$ cat src/rtl/seq_divider_pkg.sv
`default_nettype none
// ============================================================================
//  Module      : div_pkg
//  Description : Shared types and constants for the sequential divider.
//  Revision    : 1.0
// ============================================================================
package div_pkg;

    localparam int DEF_DIVIDEND_W = 8;
    localparam int DEF_DIVISOR_W  = 4;

    // Counter width able to hold 0..n-1; never collapses to zero bits.
    function automatic int cnt_width(input int n);
        return (n <= 2) ? 1 : $clog2(n);
    endfunction

    localparam int CNT_W = cnt_width(DEF_DIVIDEND_W);

    // Quotient reported for a zero divisor at the default width.
    localparam logic [DEF_DIVIDEND_W-1:0] DIV0_QUOTIENT = '1;

    typedef enum logic [1:0] {
        IDLE = 2'd0,
        RUN  = 2'd1,
        DONE = 2'd2
    } state_t;

endpackage : div_pkg
`default_nettype wire

$ cat src/rtl/seq_divider_if.sv
`default_nettype none
// ============================================================================
//  Module      : seq_divider_if
//  Description : Start/busy/done request and result bundle of the divider.
//  Revision    : 1.0
// ============================================================================
interface seq_divider_if
    import div_pkg::*;
#(
    parameter int DIVIDEND_W = DEF_DIVIDEND_W,
    parameter int DIVISOR_W  = DEF_DIVISOR_W
) ();

    logic                  start;
    logic [DIVIDEND_W-1:0] dividend;
    logic [DIVISOR_W-1:0]  divisor;
    logic                  busy;
    logic                  done;
    logic [DIVIDEND_W-1:0] quotient;
    logic [DIVISOR_W-1:0]  remainder;
    logic                  div_by_zero;

    modport master (
        output start,
        output dividend,
        output divisor,
        input  busy,
        input  done,
        input  quotient,
        input  remainder,
        input  div_by_zero
    );

    modport slave (
        input  start,
        input  dividend,
        input  divisor,
        output busy,
        output done,
        output quotient,
        output remainder,
        output div_by_zero
    );

endinterface : seq_divider_if
`default_nettype wire

$ cat src/rtl/seq_divider_div_step.sv
`default_nettype none
// ============================================================================
//  Module      : div_step
//  Description : One restoring-division iteration (shift in, trial subtract).
//  Revision    : 1.0
// ============================================================================
module div_step #(
    parameter int DIVISOR_W = 4
) (
    input  wire logic [DIVISOR_W:0]   i_prem,
    input  wire logic                 i_bit,
    input  wire logic [DIVISOR_W-1:0] i_divisor,
    output logic      [DIVISOR_W:0]   o_prem,
    output logic                      o_qbit
);

    logic [DIVISOR_W+1:0] w_shifted;
    logic [DIVISOR_W:0]   w_trial;

    assign w_shifted = {i_prem, i_bit};

    // Compare on the full shifted width so the trial sign never aliases.
    assign o_qbit  = (w_shifted >= {2'b00, i_divisor});
    assign w_trial = w_shifted[DIVISOR_W:0] - {1'b0, i_divisor};
    assign o_prem  = o_qbit ? w_trial : w_shifted[DIVISOR_W:0];

endmodule : div_step
`default_nettype wire

$ cat src/rtl/seq_divider.sv
`default_nettype none
// ============================================================================
//  Module      : seq_divider
//  Description : Unsigned restoring divider, one quotient bit per clock.
//  Revision    : 1.0
// ============================================================================
module seq_divider
    import div_pkg::*;
#(
    parameter int DIVIDEND_W = DEF_DIVIDEND_W,
    parameter int DIVISOR_W  = DEF_DIVISOR_W
) (
    input  wire logic    clk,
    input  wire logic    rst_n,
    seq_divider_if.slave bus
);

    localparam int                 c_cnt_w = cnt_width(DIVIDEND_W);
    localparam logic [c_cnt_w-1:0] c_last  = c_cnt_w'(DIVIDEND_W - 1);

    state_t                r_state;
    state_t                w_state_next;
    logic                  w_accept;
    logic                  w_last;
    logic                  w_div0;

    logic [DIVISOR_W:0]    r_prem;
    logic [DIVISOR_W:0]    w_prem_next;
    logic                  w_qbit;
    logic [DIVIDEND_W-1:0] r_shift;
    logic [DIVISOR_W-1:0]  r_divisor;
    logic [c_cnt_w-1:0]    r_cnt;
    logic [DIVIDEND_W-1:0] r_quotient;
    logic [DIVISOR_W-1:0]  r_remainder;
    logic                  r_dbz;

    assign w_div0 = (bus.divisor == '0);

    always_ff @(posedge clk or negedge rst_n) begin
        if (!rst_n) begin
            r_state <= IDLE;
        end else begin
            r_state <= w_state_next;
        end
    end

    always_comb begin
        w_state_next = r_state;
        w_accept     = 1'b0;
        w_last       = 1'b0;
        case (r_state)
            IDLE: begin
                if (bus.start) begin
                    w_accept     = 1'b1;
                    w_state_next = w_div0 ? DONE : RUN;
                end
            end
            RUN: begin
                if (r_cnt == c_last) begin
                    w_last       = 1'b1;
                    w_state_next = DONE;
                end
            end
            DONE: begin
                w_state_next = IDLE;
            end
            default: begin
                w_state_next = IDLE;
            end
        endcase
    end

    div_step #(
        .DIVISOR_W (DIVISOR_W)
    ) u_step (
        .i_prem    (r_prem),
        .i_bit     (r_shift[DIVIDEND_W-1]),
        .i_divisor (r_divisor),
        .o_prem    (w_prem_next),
        .o_qbit    (w_qbit)
    );

    // The shift register doubles as the quotient accumulator: dividend bits
    // leave at the top while quotient bits enter at the bottom.
    always_ff @(posedge clk or negedge rst_n) begin
        if (!rst_n) begin
            r_prem      <= '0;
            r_shift     <= '0;
            r_divisor   <= '0;
            r_cnt       <= '0;
            r_quotient  <= '0;
            r_remainder <= '0;
            r_dbz       <= 1'b0;
        end else if (w_accept) begin
            r_dbz <= w_div0;
            if (w_div0) begin
                r_quotient  <= {DIVIDEND_W{1'b1}};
                r_remainder <= '0;
            end else begin
                r_divisor <= bus.divisor;
                r_prem    <= '0;
                r_shift   <= bus.dividend;
                r_cnt     <= '0;
            end
        end else if (r_state == RUN) begin
            r_prem  <= w_prem_next;
            r_shift <= {r_shift[DIVIDEND_W-2:0], w_qbit};
            r_cnt   <= r_cnt + c_cnt_w'(1);
            if (w_last) begin
                r_quotient  <= {r_shift[DIVIDEND_W-2:0], w_qbit};
                r_remainder <= w_prem_next[DIVISOR_W-1:0];
            end
        end
    end

    assign bus.busy        = (r_state == RUN);
    assign bus.done        = (r_state == DONE);
    assign bus.quotient    = r_quotient;
    assign bus.remainder   = r_remainder;
    assign bus.div_by_zero = r_dbz;

endmodule : seq_divider
`default_nettype wire

$ cat src/flat_wrapper.sv
// flat-port wrapper written by rule: the top's interface ports become plain ports
module seq_divider_flat import div_pkg::*;
#(
    parameter int DIVIDEND_W = DEF_DIVIDEND_W,
    parameter int DIVISOR_W  = DEF_DIVISOR_W
)
  (clk, rst_n, bus_start, bus_dividend, bus_divisor, bus_busy, bus_done, bus_quotient, bus_remainder, bus_div_by_zero);
  seq_divider_if #(.DIVIDEND_W(DIVIDEND_W), .DIVISOR_W(DIVISOR_W)) bus_i ();
  input  wire logic clk;
  input  wire logic rst_n;
  input wire logic [$bits(bus_i.start)-1:0] bus_start;
  input wire logic [$bits(bus_i.dividend)-1:0] bus_dividend;
  input wire logic [$bits(bus_i.divisor)-1:0] bus_divisor;
  output wire logic [$bits(bus_i.busy)-1:0] bus_busy;
  output wire logic [$bits(bus_i.done)-1:0] bus_done;
  output wire logic [$bits(bus_i.quotient)-1:0] bus_quotient;
  output wire logic [$bits(bus_i.remainder)-1:0] bus_remainder;
  output wire logic [$bits(bus_i.div_by_zero)-1:0] bus_div_by_zero;
  assign bus_i.start = bus_start;
  assign bus_i.dividend = bus_dividend;
  assign bus_i.divisor = bus_divisor;
  assign bus_busy = bus_i.busy;
  assign bus_done = bus_i.done;
  assign bus_quotient = bus_i.quotient;
  assign bus_remainder = bus_i.remainder;
  assign bus_div_by_zero = bus_i.div_by_zero;
  seq_divider #(.DIVIDEND_W(DIVIDEND_W), .DIVISOR_W(DIVISOR_W)) u_core (.clk(clk), .rst_n(rst_n), .bus(bus_i));
endmodule
$ cat config.mk
export PLATFORM = sky130hd
export DESIGN_NAME = seq_divider_flat
export DESIGN_NICKNAME = d
export VERILOG_FILES = /design/src/rtl/seq_divider_pkg.sv /design/src/rtl/seq_divider_if.sv /design/src/rtl/seq_divider_div_step.sv /design/src/rtl/seq_divider.sv /design/src/flat_wrapper.sv
export SDC_FILE = /design/constraint.sdc
export NUM_CORES = 1
export LEC_CHECK = 0
export ABC_AREA = 1
export CAP_MARGIN = 20
export CORE_MARGIN = 8
export CORE_UTILIZATION = 47
export CTS_CLUSTER_SIZE = 24
export DETAILED_ROUTE_END_ITERATION = 12
export GPL_TIMING_DRIVEN = 0
export PLACE_DENSITY = 0.85
export SYNTH_ARGS = -nofsm -noshare
export SYNTH_HDL_FRONTEND = slang
export SYNTH_SLANG_ARGS = --single-unit
$ cat constraint.sdc
create_clock -name clk -period 1.7 [get_ports clk]
set_input_delay 0.34 -clock clk [delete_from_list [all_inputs] [get_ports clk]]
set_output_delay 0.34 -clock clk [all_outputs]
set_load 0.01 [all_outputs]
=== Yosys cells after proc, flatten, opt, wreduce, memory -nomap -nowiden ===
Index checks and enable logic that the tools add are counted.

* Flip-flop bits (word level): 35
* Bits of input ports: 15
* Word-level logic and storage cells: 53

* Add/sub/neg operators: 2
* Order comparisons: 1
* Equality and inequality tests: 7
* Multiplexer cells: 26
* Bitwise logic cells: 1
* Reductions and logical operators: 8

{| class="wikitable"
|+ Operators by type and width
! kind !! number
|-
| $mux 8 || 7
|-
| $mux 5 || 4
|-
| $mux 4 || 4
|-
| $mux 3 || 3
|-
| $ge 6x4->1 || 1
|-
| $mux 2 || 3
|-
| $ne 2x2->1 const B || 3
|-
| $reduce_and 2->1 || 3
|-
| $sub 5x4->5 || 1
|-
| $logic_not 4->1 || 1
|-
| $mux 1 || 4
|-
| $pmux 2 s2 || 1
|-
| $reduce_bool 2->1 || 2
|-
| $add 3x1->3 const B || 1
|-
| $eq 3x3->1 const B || 1
|-
| $reduce_and 3->1 || 1
|-
| $eq 2x1->1 const B || 1
|-
| $eq 2x2->1 const B || 1
|-
| $logic_not 2->1 || 1
|-
| $ne 2x1->1 const B || 1
|-
| $not 1->1 || 1
|}

=== Longest topological paths before layout ===
* Word-level depth: 6
* Depth in mapped cells: 12
* Mapped depth without buffers: 12

=== Hierarchy ===
Synthesis repeated with hierarchy kept, for this count alone.

* Cell total of the unflattened synthesis: 248
* Area, all modules: 1,928.1 um2

{| class="wikitable"
|+ Modules (own cells, without submodules)
! module !! times used !! cells each !! area an instance (um2) !! seq. area each (um2)
|-
| seq_divider || 1 || 203 || 1,642.8 || 875.8
|-
| div_step || 1 || 45 || 285.3 || 0.0
|}

=== Worst setup path after synthesis ===
Ideal clock, no wire load.

* Path kind: register to register
* Start: register u_core.r_shift[7]
* End: register u_core.r_prem[1]
* Library setup time: 65 ps
* Arrival: 1,586 ps
* Setup slack: 49 ps
* Stages on the path, launching flop included: 13
* Path buffers: 0
* Clock period less this slack: 1,651 ps
* Path through: dfrtp_1 inv_1 ha_1 fa_1 inv_1 nand2_1 nand2_1 nand2_2 nand2_2 nand2_1 o21ai_0 nand3_1 nand2_1

* Longest elaborated chain between the ends: 4
* Elaborated cells between the ends (all ways): 5
* Those cells by class: add/sub (1); order compare (1); mux (3)

{| class="wikitable"
|+ Ends and longest elaborated chain
! item !! line !! text
|-
| start: declaration || seq_divider.sv:30 || <nowiki>logic [DIVIDEND_W-1:0] r_shift;</nowiki>
|-
| start signal: assignment || seq_divider.sv:102 || <nowiki>r_shift <= bus.dividend;</nowiki>
|-
| start signal: assignment || seq_divider.sv:107 || <nowiki>r_shift <= {r_shift[DIVIDEND_W-2:0], w_qbit};</nowiki>
|-
| $sub 5x4->5 or $ge 6x4->1 (tied branches) || seq_divider_div_step.sv:24, seq_divider_div_step.sv:23 ||
|-
| $mux 5 * || seq_divider_div_step.sv:25 || <nowiki>assign o_prem = o_qbit ? w_trial : w_shifted[DIVISOR_W:0];</nowiki>
|-
| $mux 5 * || seq_divider.sv:105 || <nowiki>end else if (r_state == RUN) begin</nowiki>
|-
| $mux 5 * || seq_divider.sv:94 || <nowiki>end else if (w_accept) begin</nowiki>
|-
| end signal: assignment || seq_divider.sv:106 || <nowiki>r_prem <= w_prem_next;</nowiki>
|-
| end: declaration || seq_divider.sv:27 || <nowiki>logic [DIVISOR_W:0] r_prem;</nowiki>
|}

Every way passes the cells marked *; elsewhere a longest branch is shown, timed or not. The select of a mux whose other input is x is not followed.
A chain may end at the register's enable or synchronous reset.

=== Worst setup path after layout ===
* Start: register u_core.r_divisor[0]
* End: register u_core.r_shift[0]

* Longest elaborated chain between the ends: 3

{| class="wikitable"
|+ Ends and longest elaborated chain
! item !! line !! text
|-
| start: declaration || seq_divider.sv:31 || <nowiki>logic [DIVISOR_W-1:0] r_divisor;</nowiki>
|-
| start signal: assignment || seq_divider.sv:100 || <nowiki>r_divisor <= bus.divisor;</nowiki>
|-
| $ge 6x4->1 || seq_divider_div_step.sv:23 || <nowiki>assign o_qbit = (w_shifted >= {2'b00, i_divisor});</nowiki>
|-
| $mux 8 || seq_divider.sv:105 ||
|-
| $mux 8 || seq_divider.sv:94 ||
|}

Every way passes these cells. The select of a mux whose other input is x is not followed.

==> results by group <==
Layout
  • Antenna Cells: 0
  • Proportion of layout cells with a drive suffix above 1: a little under a quarter
  • Final Util: roughly two thirds
  • Fillers: 306
  • Nets: around 270
  • Synth-to-Final Area Change: 37.1%

STA
  • Slew HR: about half
  • Setup ws final: -0.0358 ns
  • Unrepaired setup endpoints after global routing: yes
  • Endpoints failing setup: 8
  • Final Critical Period: between 1.5 and 2 ns
  • Final hold vios: 0
  • Worst Tran Pin Value: roughly 0.77 ns
  • Clock Skews: roughly 0.0062 ns
  • Fin. max-slew vios: 0
  • Fin crit share: 102%
  • Fmax: 576 MHz
  • Hold Slack: ~0.12 ns

Synthesis
  • Top-count cell post-synth: nand2_1
  • Post-Syn Instances: roughly 210
  • Post-Synthesis Net Count: around 230
  • Asr flop ratio synth: between 90% and 100%
  • Netlist Area Pre-Place: around 1700 sq um
  • Total number of yosys warnings: 0
  • Area contributors post-synth: dfrtp_1 (50%), nand2_1 (8.6%), nor2_1 (6.2%)
  • Synthesized flop and latch total: 35
  • Syn avg cell area: 8.51 sq um
  • Number of flops mapped to enable cells by yosys: 0
  • Ys flop type: dfrtp_1
  • Register area share after synthesis: 50.2%
  • Most frequent cells after synthesis: nand2_1 (40), dfrtp_1 (35), nor2_1 (29), inv_1 (23), nand3_1 (20)
  • Synth unique cells: 28
  • Synth area leader: dfrtp_1
  • Synth top area share: between 50% and 60%

Worst setup path
  • CP Class: reg -> reg
  • Most used cell, CP: nand2_2
  • Crit. End Element: flop
  • CP bufs+invs: 2
  • CP cell instances: ha_4 -> fa_2 -> inv_2 -> nand2_2 -> nand2_2 -> nand2_4 -> nand2_8 -> buf_4 -> nand2_1 -> a31oi_1
  • Critical path's top delay family: adder cells
  • CP Data Required Time: between 1.5 and 2 ns
  • Slowest Stage Delay on Critical Path: between 0.4 and 0.5 ns
  • CP max stage cell: dfrtp_1
  • R2r setup slk: -0.04 ns
  • CP startpoint: u_core.r_divisor[0]
  • Worst r2r src: u_core.r_divisor[0]
  • CP Launch Type: flop
  • Worst Path Max Fanout: 8
  • CP Data Arrival Time: a little under 2 ns

Global routing
  • GR peak layer: met2
  • Total grt overflow: 0
  • Met3 Resource Use GR: approximately 4.7%
  • Global-route met1 utilization: between 10% and 20%
  • Number of global-route vias before repair: 1499
  • Antenna violations before repair: 0
  • First-pass GRT wire length: about 6.7 mm
  • Met2 Usage GRT: a little over a fifth
  • Pin count of the biggest net entering global routing: 36
  • GRT Util Overall: roughly 14%

CTS
  • Clk sink count: 35
  • Number of H-tree levels: 2
  • Clock transition at path regs: 0.07 ns
  • Clock latency on the worst-skew pair: between 0.2 and 0.3 ns
  • Root Driver: clkbuf_8
  • Maximum buffer depth of the clock tree: 2
  • Hold buffer count at CTS: 0
  • CTS tree: yes
  • Cts bufs inserted: 5

Status
  • Failing checks: negative setup slack
  • Status: complete, but fails checks

Route
  • Drt pass-1 iters: 4
  • Vias/cell: approximately 5.1
  • DRC: 0
  • Antenna Nets Post-Route: 0
  • Routed len/inst: 14.5 um
  • Post-Route WL: roughly 4.3 mm
  • Via count: 1507
  • Iter 0 DRT Violations: 130

Floorplan
  • Die span in x: approximately 77 um
  • Initial core utilization: 48.4%
  • Rows: 22
  • Die height: between 70 and 80 um
  • Core Box Area: roughly 3600 sq um
  • Ports: 30
  • Die ar.: between 5000 and 6000 sq um

Power
  • Power per cell area: between 2000 and 2500 nW/um^2
  • VDD IR max: roughly 0.94 mV
  • Pleak: between 0.001 and 0.0015 uW

Place
  • Pre-CTS setup slack: -0.207 ns
  • I/O Buffers: 29
  • Hpwl dp: 2.87 mm
  • GPL Wtd Cong: about 0.91

Worst hold path
  • Worst hold path type: in -> async

Job
  • Max-cap check violation count: 0
==> per-layer routing <==
layer  up-vias  share of wire, %
li1        738                 -
met1       698                42
met2        62                49
met5         -                 0
met3         9               5.9
met4         0               2.1
==> final timing paths <==
path                                                 to  cells after the start
worst max-delay path                  u_core.r_shift[0]                     10
worst min-delay path                   u_core.r_prem[4]                      1
worst max register to register        u_core.r_shift[0]                     10
worst min register to register  u_core.bus.remainder[0]                      2
max in group asynchronous       u_core.bus.remainder[2]                      1
min in group clk                u_core.bus.remainder[0]                      2
==> cell type report <==
type / count / area [sq um] / area share, %
Multi-Input combinational cell: 136 / 858 / 35.9
Sequential cell: 35 / 876 / 36.6
Timing Repair Buffer: 35 / 328 / 13.7
Tap cell: 48 / 60.1 / 2.51
Buffer: 7 / 50.0 / 2.09
Clock inverter: 2 / 35.0 / 1.47
Inverter: 27 / 101 / 4.24
Clock buffer: 6 / 82.6 / 3.45
==> per-stage QoR <==
stage / cells / setup TNS [ns] / area [sq um] / total power, uW
floorplan: 205 / 0 / 1740 / 3150
global placement: 282 / -17.52 / 2090 / 3850
detailed placement: 282 / -1.87 / 2090 / 3960
CTS: 293 / -0.00914 / 2250 / 4940
global route: 296 / -1.05 / 2390 / 6000
finish: 296 / -0.153 / 2390 / 5570
==> registers in the layout, summed over array words and instances (netlist names) <==
name                    flops
u_core.bus.remainder        4
u_core.bus.quotient         8
u_core.r_shift              8
u_core.r_state              2
u_core.r_prem               5
u_core.r_cnt                3
u_core.r_divisor            4
u_core.bus.div_by_zero      1
==> worst register-to-register path, cell delays in order (launching register included) <==
cell     delay (ns)
dfrtp_1        0.41
ha_4           0.18
fa_2           0.36
inv_2          0.07
nand2_2        0.05
nand2_2        0.07
nand2_4        0.08
nand2_8        0.11
buf_4          0.13
nand2_1        0.05
a31oi_1        0.13
==> repair_timing <==
item	CTS	global route
gates resized for setup	10	22
pin swaps	5	9
endpoints found under the setup margin	13	11
buffers inserted	3	3
==> cells by family (layout without fill, tap and decap cells) <==
family / count (synthesis) / count (layout) / share of synthesized area [%]
xor gates and xnor gates: 2 / 2 / 1.00
and+or+nand+nor: 100 / 100 / 25.0
adders and majority gates: 7 / 7 / 5.45
DFF: 35 / 35 / 50.2
buffers and inverters: 34 / 77 / 8.68
AOI/OAI and AO/OA: 27 / 27 / 9.69
==> layout by cell type (no fill, tap or decap), types with 2 or more instances in the layout <==
master / instances
a21oi_1: 2
buf_2: 5
buf_4: 7
buf_6: 2
clkbuf_8: 6
clkdlybuf4s50_1: 26
dfrtp_1: 35
dlygate4sd2_1: 2
ha_1: 2
ha_4: 4
inv_1: 21
inv_2: 6
nand2_1: 35
nand2_2: 7
nand2_4: 2
nand3_1: 17
nand3_2: 4
nor2_1: 27
nor2_4: 2
o211ai_1: 7
o21ai_0: 8
o21ai_1: 4
o21ai_4: 2
==> report_power, final <==
group	total (uW)	switching, uW	internal, uW
logic	3330	1850	1480
registers	1470	228	1240
clock network	777	303	474
total	5570	2380	3190
(Power assumes the default switching activity.)
